## config.mk

```make
export PLATFORM = sky130hd
export DESIGN_NAME = multicycle_control_fsm
export DESIGN_NICKNAME = d
export VERILOG_FILES = /design/src/rtl/multicycle_control_fsm_pkg.sv /design/src/rtl/mcfsm_decode.sv /design/src/rtl/multicycle_control_fsm.sv
export SDC_FILE = /design/constraint.sdc
export NUM_CORES = 1
export LEC_CHECK = 0
export CAP_MARGIN = 20
export CELL_PAD_IN_SITES_DETAIL_PLACEMENT = 1
export CELL_PAD_IN_SITES_GLOBAL_PLACEMENT = 1
export CORE_UTILIZATION = 39
export DETAILED_ROUTE_END_ITERATION = 10
export DONT_BUFFER_PORTS = 1
export PLACE_DENSITY_LB_ADDON = 0.1
export SETUP_SLACK_MARGIN = 0.1
export SLEW_MARGIN = 20
export SYNTH_ARGS = -nofsm -noshare
export SYNTH_HDL_FRONTEND = slang
export SYNTH_SLANG_ARGS = --single-unit
```

## constraint.sdc

```tcl
create_clock -name clk -period 2.57 [get_ports clk]
set_input_delay 0.771 -clock clk [delete_from_list [all_inputs] [get_ports clk]]
set_output_delay 0.771 -clock clk [all_outputs]
set_load 0.05 [all_outputs]
```

## src/rtl/multicycle_control_fsm_pkg.sv

```systemverilog
`default_nettype none
// ============================================================================
// Module      : multicycle_control_fsm_pkg
// Description : Shared definitions for the multi-cycle RV32I control sequencer:
//               state encodings, RV32I major opcodes, ALU operation codes,
//               PC source codes, ALU B-operand codes and the packed control
//               vector that the decoder produces each cycle.
// Revision    : 1.0 - initial release
// ============================================================================
package multicycle_control_fsm_pkg;

    // Sequencer states; the encoding is visible on the debug state port.
    typedef enum logic [2:0] {
        ST_IF   = 3'd0,
        ST_ID   = 3'd1,
        ST_EX   = 3'd2,
        ST_MEM  = 3'd3,
        ST_WB   = 3'd4,
        ST_HALT = 3'd5
    } state_t;

    // RV32I major opcodes (IR[6:0]), matching opcodes.v.
    localparam logic [6:0] c_OP_ARITH     = 7'b0110011;
    localparam logic [6:0] c_OP_ARITH_IMM = 7'b0010011;
    localparam logic [6:0] c_OP_LOAD      = 7'b0000011;
    localparam logic [6:0] c_OP_STORE     = 7'b0100011;
    localparam logic [6:0] c_OP_BRANCH    = 7'b1100011;
    localparam logic [6:0] c_OP_JAL       = 7'b1101111;
    localparam logic [6:0] c_OP_JALR      = 7'b1100111;
    localparam logic [6:0] c_OP_ECALL     = 7'b1110011;

    // ALU operation selects.
    localparam logic [1:0] c_ALU_ADD      = 2'b00;
    localparam logic [1:0] c_ALU_BRANCH   = 2'b01;
    localparam logic [1:0] c_ALU_FUNCT    = 2'b10;

    // PC source selects.
    localparam logic [1:0] c_PC_SRC_PC4    = 2'b00;
    localparam logic [1:0] c_PC_SRC_ALUOUT = 2'b01;
    localparam logic [1:0] c_PC_SRC_ALU    = 2'b10;

    // ALU B-operand selects.
    localparam logic [1:0] c_SRC_B_RS2    = 2'b00;
    localparam logic [1:0] c_SRC_B_FOUR   = 2'b01;
    localparam logic [1:0] c_SRC_B_IMM    = 2'b10;

    // Every datapath enable and select driven by the sequencer.
    typedef struct packed {
        logic       pc_write;
        logic [1:0] pc_source;
        logic       iord;
        logic       mem_read;
        logic       mem_write;
        logic       ir_write;
        logic       mem_to_reg;
        logic       pc_to_reg;
        logic       reg_write;
        logic       alu_src_a;
        logic [1:0] alu_src_b;
        logic [1:0] alu_op;
        logic       is_ecall;
        logic       is_halted;
    } ctrl_t;

    // All enables off, all selects zero.
    localparam ctrl_t c_CTRL_IDLE = '0;

endpackage : multicycle_control_fsm_pkg
`default_nettype wire

```

## src/rtl/mcfsm_decode.sv

```systemverilog
`default_nettype none
// ============================================================================
// Module      : mcfsm_decode
// Description : Purely combinational next-state and control-output map for
//               the multi-cycle control sequencer.
// Revision    : 1.0 - initial release
// ----------------------------------------------------------------------------
// Ports
//   state      in   current sequencer state
//   opcode     in   IR[6:0]
//   bcond      in   ALU branch-taken flag (used in EX for BRANCH)
//   halt_req   in   halt condition for ECALL (used in ID)
//   mem_ready  in   memory completed the current request (used in IF/MEM)
//   next_state out  state to load on the next rising edge
//   ctrl       out  control vector for the current cycle
// ============================================================================
module mcfsm_decode
    import multicycle_control_fsm_pkg::*;
(
    input  state_t     state,
    input  logic [6:0] opcode,
    input  logic       bcond,
    input  logic       halt_req,
    input  logic       mem_ready,
    output state_t     next_state,
    output ctrl_t      ctrl
);

    state_t w_next_state;
    ctrl_t  w_ctrl;

    always_comb begin
        w_next_state = state;
        w_ctrl       = c_CTRL_IDLE;

        case (state)
            ST_IF: begin
                // Request and address are held until mem_ready; the IR
                // loads only in the completing cycle.
                w_ctrl.mem_read = 1'b1;
                w_ctrl.iord     = 1'b0;
                w_ctrl.ir_write = mem_ready;
                if (mem_ready) begin
                    w_next_state = ST_ID;
                end
            end

            ST_ID: begin
                // ALUOut captures PC+imm, the target for BRANCH and JAL.
                w_ctrl.alu_src_a = 1'b0;
                w_ctrl.alu_src_b = c_SRC_B_IMM;
                w_ctrl.alu_op    = c_ALU_ADD;
                if (opcode == c_OP_ECALL) begin
                    w_ctrl.is_ecall = 1'b1;
                    if (halt_req) begin
                        w_next_state = ST_HALT;
                    end else begin
                        w_ctrl.pc_write  = 1'b1;
                        w_ctrl.pc_source = c_PC_SRC_PC4;
                        w_next_state     = ST_IF;
                    end
                end else begin
                    w_next_state = ST_EX;
                end
            end

            ST_EX: begin
                case (opcode)
                    c_OP_ARITH: begin
                        w_ctrl.alu_src_a = 1'b1;
                        w_ctrl.alu_src_b = c_SRC_B_RS2;
                        w_ctrl.alu_op    = c_ALU_FUNCT;
                        w_next_state     = ST_WB;
                    end
                    c_OP_ARITH_IMM: begin
                        w_ctrl.alu_src_a = 1'b1;
                        w_ctrl.alu_src_b = c_SRC_B_IMM;
                        w_ctrl.alu_op    = c_ALU_FUNCT;
                        w_next_state     = ST_WB;
                    end
                    c_OP_LOAD, c_OP_STORE: begin
                        w_ctrl.alu_src_a = 1'b1;
                        w_ctrl.alu_src_b = c_SRC_B_IMM;
                        w_ctrl.alu_op    = c_ALU_ADD;
                        w_next_state     = ST_MEM;
                    end
                    c_OP_BRANCH: begin
                        // The ALU compares rs1/rs2 while ALUOut still holds
                        // the target computed in ID.
                        w_ctrl.alu_src_a = 1'b1;
                        w_ctrl.alu_src_b = c_SRC_B_RS2;
                        w_ctrl.alu_op    = c_ALU_BRANCH;
                        w_ctrl.pc_write  = 1'b1;
                        w_ctrl.pc_source = bcond ? c_PC_SRC_ALUOUT : c_PC_SRC_PC4;
                        w_next_state     = ST_IF;
                    end
                    c_OP_JAL: begin
                        // Link value PC+4 comes from the pre-update PC; both
                        // writes commit on the same edge.
                        w_ctrl.pc_write  = 1'b1;
                        w_ctrl.pc_source = c_PC_SRC_ALUOUT;
                        w_ctrl.reg_write = 1'b1;
                        w_ctrl.pc_to_reg = 1'b1;
                        w_next_state     = ST_IF;
                    end
                    c_OP_JALR: begin
                        w_ctrl.alu_src_a = 1'b1;
                        w_ctrl.alu_src_b = c_SRC_B_IMM;
                        w_ctrl.alu_op    = c_ALU_ADD;
                        w_ctrl.pc_write  = 1'b1;
                        w_ctrl.pc_source = c_PC_SRC_ALU;
                        w_ctrl.reg_write = 1'b1;
                        w_ctrl.pc_to_reg = 1'b1;
                        w_next_state     = ST_IF;
                    end
                    default: begin
                        // Unknown opcode retires as a NOP.
                        w_ctrl.pc_write  = 1'b1;
                        w_ctrl.pc_source = c_PC_SRC_PC4;
                        w_next_state     = ST_IF;
                    end
                endcase
            end

            ST_MEM: begin
                // Address operands stay selected so ALUOut is stable.
                w_ctrl.iord      = 1'b1;
                w_ctrl.alu_src_a = 1'b1;
                w_ctrl.alu_src_b = c_SRC_B_IMM;
                if (opcode == c_OP_LOAD) begin
                    w_ctrl.mem_read = 1'b1;
                    if (mem_ready) begin
                        w_next_state = ST_WB;
                    end
                end else if (opcode == c_OP_STORE) begin
                    w_ctrl.mem_write = 1'b1;
                    if (mem_ready) begin
                        w_ctrl.pc_write  = 1'b1;
                        w_ctrl.pc_source = c_PC_SRC_PC4;
                        w_next_state     = ST_IF;
                    end
                end else begin
                    // Only reachable if opcode changed after ID; retire
                    // without touching memory rather than hanging.
                    w_ctrl.pc_write  = 1'b1;
                    w_ctrl.pc_source = c_PC_SRC_PC4;
                    w_next_state     = ST_IF;
                end
            end

            ST_WB: begin
                w_ctrl.reg_write  = 1'b1;
                w_ctrl.mem_to_reg = (opcode == c_OP_LOAD);
                w_ctrl.pc_write   = 1'b1;
                w_ctrl.pc_source  = c_PC_SRC_PC4;
                w_next_state      = ST_IF;
            end

            ST_HALT: begin
                // Absorbing; only reset leaves.
                w_ctrl.is_halted = 1'b1;
                w_next_state     = ST_HALT;
            end

            default: begin
                // Unused encodings recover to fetch.
                w_next_state = ST_IF;
            end
        endcase
    end

    assign next_state = w_next_state;
    assign ctrl       = w_ctrl;

endmodule : mcfsm_decode
`default_nettype wire

```

## src/rtl/multicycle_control_fsm.sv

```systemverilog
`default_nettype none
// ============================================================================
// Module      : multicycle_control_fsm
// Description : Control sequencer for the multi-cycle RV32I core. Walks each
//               instruction through IF/ID/EX/MEM/WB, stalls on memory ready,
//               and drives every datapath enable and select per state.
// Revision    : 1.0 - initial release
// ----------------------------------------------------------------------------
// Ports
//   clk        in   core clock, rising edge
//   reset_n    in   asynchronous active-low reset
//   opcode     in   IR[6:0]
//   bcond      in   ALU branch-taken flag
//   halt_req   in   ECALL halt condition (x17==10)
//   mem_ready  in   memory completed current request
//   pc_write .. alu_op   out  datapath enables and selects
//   is_ecall   out  ECALL being decoded
//   is_halted  out  core halted
//   state      out  current state (debug)
// ============================================================================
module multicycle_control_fsm
    import multicycle_control_fsm_pkg::*;
(
    input  logic       clk,
    input  logic       reset_n,
    input  logic [6:0] opcode,
    input  logic       bcond,
    input  logic       halt_req,
    input  logic       mem_ready,
    output logic       pc_write,
    output logic [1:0] pc_source,
    output logic       iord,
    output logic       mem_read,
    output logic       mem_write,
    output logic       ir_write,
    output logic       mem_to_reg,
    output logic       pc_to_reg,
    output logic       reg_write,
    output logic       alu_src_a,
    output logic [1:0] alu_src_b,
    output logic [1:0] alu_op,
    output logic       is_ecall,
    output logic       is_halted,
    output logic [2:0] state
);

    state_t r_state;
    state_t w_next_state;
    ctrl_t  w_ctrl;
    ctrl_t  w_ctrl_gated;

    mcfsm_decode u_decode (
        .state      (r_state),
        .opcode     (opcode),
        .bcond      (bcond),
        .halt_req   (halt_req),
        .mem_ready  (mem_ready),
        .next_state (w_next_state),
        .ctrl       (w_ctrl)
    );

    always_ff @(posedge clk or negedge reset_n) begin
        if (!reset_n) begin
            r_state <= ST_IF;
        end else begin
            r_state <= w_next_state;
        end
    end

    // The state register alone would leave IF's fetch request visible during
    // reset; gate the whole vector so nothing commits while reset_n is low.
    assign w_ctrl_gated = reset_n ? w_ctrl : c_CTRL_IDLE;

    assign pc_write   = w_ctrl_gated.pc_write;
    assign pc_source  = w_ctrl_gated.pc_source;
    assign iord       = w_ctrl_gated.iord;
    assign mem_read   = w_ctrl_gated.mem_read;
    assign mem_write  = w_ctrl_gated.mem_write;
    assign ir_write   = w_ctrl_gated.ir_write;
    assign mem_to_reg = w_ctrl_gated.mem_to_reg;
    assign pc_to_reg  = w_ctrl_gated.pc_to_reg;
    assign reg_write  = w_ctrl_gated.reg_write;
    assign alu_src_a  = w_ctrl_gated.alu_src_a;
    assign alu_src_b  = w_ctrl_gated.alu_src_b;
    assign alu_op     = w_ctrl_gated.alu_op;
    assign is_ecall   = w_ctrl_gated.is_ecall;
    assign is_halted  = w_ctrl_gated.is_halted;
    assign state      = r_state;

endmodule : multicycle_control_fsm
`default_nettype wire

```

==> results.py, run 1 <==
metrics = {
    "synthesis": {
        "yosys_most_used_dff": "dfrtp_1",
        "synth_cell_types": 35,
        "yosysWarningCount": 0,
        "synthesis.area_sq_um": 559,
        "syn_inst": 81,
        "synth_edf_count": 0,
        "ys_seq_elements": 3,
        "synth-seq-area-share_pct": 13.4,
        "synth_async_sr_flop_share_pct": 100,
        "avgSynthCellArea_sq_um": 6.90,
        "syn_nets": 93,
    },
    "clocking": {
        "postCtsSetupRepairBufs": 1,
        "ctsResizeCount": 10,
        "h-tree-depth": 1,
        "root_buffer": "clkbuf_4",
        "numCtsBuffers": 3,
        "hold_buffers": 0,
        "cts_sinks": 3,
        "cts.path.max_buffers": 2,
    },
    "outcome": {
        "tool.error": "[ERROR DPL-0033] detailed placement checks failed during check placement.",
        "status": "did not finish",
        "failed_stage": "clock tree synthesis",
    },
    "placement": {
        "port_buffers": 0,
        "hpwl_mm": 2.30,
        "placed_cell_area_sq_um": 983,
        "dp_cells": 113,
        "dp_worst_setup_slack_ns": -0.225,
        "gp_congestion": 0.849,
    },
    "die": {
        "rows": 13,
        "die_x_um": 39.9,
        "die_h_um": 39.9,
        "start_util_pct": 42.5,
        "io_pins": 32,
    },
}
## cell usage after synthesis, types with 2 or more instances
cell,count,area share (%)
nand2b_1,5,5.6
a21oi_1,2,1.8
nor3_1,5,4.5
o21ai_0,3,2.7
dfrtp_1,3,13
clkbuf_1,2,1.3
buf_2,3,2.7
nand2_1,8,5.4
and3_1,3,3.4
nand3_1,2,1.8
a21o_1,3,4.0
inv_1,4,2.7
nor2_1,9,6.0
nor4_1,2,2.2
a32o_1,2,3.6
nor2b_1,6,6.7
## stage by stage
step	util [%]	hold slack (ns)	TNS, ns
detailed placement	74.6	0.476	-0.809
floorplan	-	0.475	-0.501
global placement	74.6	0.476	-0.166
## logic make-up after synthesis
logic type / after synthesis / share of synthesized area [%]
other: 1 / 0.670
multiplexers: 1 / 2.01
flip-flops: 3 / 13.4
AND/OR/NAND/NOR: 47 / 49.9
AO/OA/AOI/OAI: 19 / 26.0
buffers and inverters: 10 / 8.05
==> run 2, diff against run 1 <==
--- a/config.mk
+++ b/config.mk
@@ -6,13 +6,11 @@
 export NUM_CORES = 1
 export LEC_CHECK = 0
 export CAP_MARGIN = 20
-export CELL_PAD_IN_SITES_DETAIL_PLACEMENT = 1
-export CELL_PAD_IN_SITES_GLOBAL_PLACEMENT = 1
-export CORE_UTILIZATION = 39
+export CORE_AREA = 2 2 63 65
 export DETAILED_ROUTE_END_ITERATION = 10
+export DIE_AREA = 0 0 65 67
 export DONT_BUFFER_PORTS = 1
-export PLACE_DENSITY_LB_ADDON = 0.1
-export SETUP_SLACK_MARGIN = 0.1
+export PLACE_DENSITY_LB_ADDON = 0.15
 export SLEW_MARGIN = 20
 export SYNTH_ARGS = -nofsm -noshare
 export SYNTH_HDL_FRONTEND = slang
==> run 2 against run 1 <==
Against the previous run:
- the flow now finishes, with violations (negative setup slack)
- area after synthesis did not move
- synthesized cell count did not move
==> results.py, run 2 <==
metrics = {
    "final_layout": {
        "final_core_util_pct": 32.0,
        "area_growth_pct": 106,
        "fin_nets": 119,
        "largest_reg_flops": 3,
        "final-seq-area_sq_um": 77.6,
        "antenna_cells": 0,
        "instances_no_fill": 154,
        "drive_above_1_share_pct": 55.7,
        "most-common-layout-cells": "buf_12, buf_4, nand2_1",
        "final_common_cell": "buf_12",
        "multi_input_comb_area_sq_um": 571,
        "final_cell_area_sq_um": 1150,
        "fillers": 382,
    },
    "synthesis": {
        "syn_inst": 81,
        "synth.most_common_cell": "nor2_1",
        "synth-compound-area-share_pct": 26.0,
        "synthAdderAreaFrac_pct": 0,
        "synth_cell_types": 35,
        "yosys_most_used_dff": "dfrtp_1",
        "synth_top_area_cell": "dfrtp_1",
        "syn_nets": 93,
        "synth_async_sr_flop_share_pct": 100,
        "synth_xor_area_share_pct": 0,
        "synth-seq-area-share_pct": 13.4,
        "ys_top_cells_by_area": "dfrtp_1, nor2b_1, nor2_1, nand2b_1, nand2_1",
        "synth_top_family_by_area": "simple AND/OR/NAND/NOR gates",
        "synthesis.area_sq_um": 559,
        "avgSynthCellArea_sq_um": 6.90,
        "synth_common_cells": "nor2_1, nand2_1, nor2b_1",
        "ys_seq_elements": 3,
        "synth_edf_count": 0,
        "muxShareOfSynthArea_pct": 2.01,
        "yosysWarningCount": 0,
        "yosys.area.top_type_share_pct": 13.4,
        "yosys.area_share.simple_pct": 49.9,
    },
    "sta": {
        "drv_slew": 0,
        "hold_ws_ns": 0.249,
        "finalClockSkew_ns": 0.00189,
        "fin_setup_tns_ns": -0.0489,
        "period_needed_ns": 2.62,
        "hold_violations": 0,
        "rsz0062_at_grt": "true",
        "fmax_mhz": 382,
        "fin_crit_sh_pct": 102,
        "setup_slack_ns": -0.0489,
        "setup_violations": 1,
    },
    "global_route": {
        "grt_usage_pct": 11.0,
        "antenna_found_initial": 0,
        "grt_pass1_wl_mm": 3.68,
        "grt_pass1_vias": 744,
        "grt_max_degree": 15,
        "gr-total-overflow": 0,
    },
    "setup_path": {
        "cp.arrival_ns": 1.85,
        "crit_fanout": 5,
        "r2r-start": "state[1]$_DFFE_PN0P_",
        "crit_path_end_kind": "primary output",
        "endpoint": "mem_read",
        "start_kind": "primary input",
        "r2r_end": "state[1]$_DFFE_PN0P_",
        "crit_type": "primary input to primary output",
        "cp-startpoint": "opcode[2]",
        "r2r_cells": 3,
        "cp.required_ns": 1.80,
        "r2r_slack_ns": 1.02,
    },
    "outcome": {
        "status": "complete, but fails checks",
        "violations": "negative setup slack",
    },
    "clocking": {
        "hold_buffers": 0,
        "cts_tree": "done",
        "clkLatencyLatePin_ns": 0.22,
        "h-tree-depth": 1,
        "cts_sinks": 3,
        "path_clk_slew_ns": 0.03,
        "numCtsBuffers": 3,
        "root_buffer": "clkbuf_8",
        "cts.path.max_buffers": 2,
    },
    "detailed_routing": {
        "ant_nets": 0,
        "num_vias": 678,
        "wl_mm": 2.16,
        "routed_via_density": 4.40,
        "wl_per_cell_um": 14.0,
        "drc": 0,
        "drt_first_iter_violations": 21,
        "first_pass_iters": 4,
    },
    "die": {
        "rows": 22,
        "coreArea_sq_um": 3610,
        "die_x_um": 65,
        "die_h_um": 67,
        "start_util_pct": 15.5,
        "io_pins": 32,
        "die_area_sq_um": 4360,
    },
    "power": {
        "p_total_mw": 0.721,
        "leakage_nw": 0.450,
        "p_per_area_nw_per_um2": 626,
        "peakVddDrop_mv": 0.197,
    },
    "job": {
        "cap_viol_max_count": 0,
    },
    "placement": {
        "gp_congestion": 0.832,
        "port_buffers": 0,
        "placed_cell_area_sq_um": 1070,
        "dp_worst_setup_slack_ns": -0.0867,
        "hpwl_mm": 1.68,
        "dp_cells": 149,
    },
    "min_path": {
        "hold_path.class": "primary input to asynchronous set/reset pin",
    },
}
==> run 2: report_power, final <==
group	internal (mW)	switching, mW	leakage [nW]	total [mW]
clock network	0.106	0.0330	0.0228	0.139
logic	0.190	0.279	0.391	0.468
registers	0.0640	0.0500	0.0359	0.114
total	0.360	0.362	0.450	0.721
==> run 2: how the worst min path moves through the flow <==
stage	endpoint	slack [ns]	cells past startpoint
2_1_floorplan	state[0]$_DFFE_PN0P_	0.48	0
3_3_place_gp	state[1]$_DFFE_PN0P_	0.48	0
3_5_place_dp	state[0]$_DFFE_PN0P_	0.48	0
4_1_cts	state[2]$_DFFE_PN0P_	0.24	0
5_1_grt	state[1]$_DFFE_PN0P_	0.24	0
6_report	state[2]$_DFFE_PN0P_	0.25	0
==> run 2: cell families (layout without fill, tap and decap cells) <==
group | Yosys count | count (layout)
DFF | 3 | 3
and+or+nand+nor | 47 | 47
muxes | 1 | 1
buffers and inverters | 10 | 35
other | 1 | 1
AOI/OAI and AO/OA | 19 | 19
==> run 2: final cells by class <==
| type | count | share of cell area, % |
|---|---|---|
| Clock buffer | 4 | 3.91 |
| Inverter | 4 | 1.52 |
| Multi-Input combinational cell | 68 | 49.5 |
| Sequential cell | 3 | 6.73 |
| Tap cell | 48 | 5.21 |
| Timing Repair Buffer | 27 | 33.1 |
==> run 2: routing by layer <==
metal  vias to the layer above  global-route usage [%]  wire length, um
li1                        343                       -                -
met1                       310                    14.8             1020
met2                        23                    17.4              961
met3                         2                    2.53              158
met4                         0                    3.19               19
met5                         -                       0                0
==> run 2: repair_timing <==
item | 4_1_cts | 5_1_grt
buffers inserted | 1 | 0
resized for setup | 3 | 3
setup endpoints to repair | 5 | 8
pin swaps | 1 | 3
==> run 2: worst max-delay path, cell delays in order <==
cell and delay, ns:
nand4bb_4 0.23, or3_4 0.39, nor3_2 0.16, o21a_2 0.16
buf_12 0.13
(Power assumes the default switching activity.)
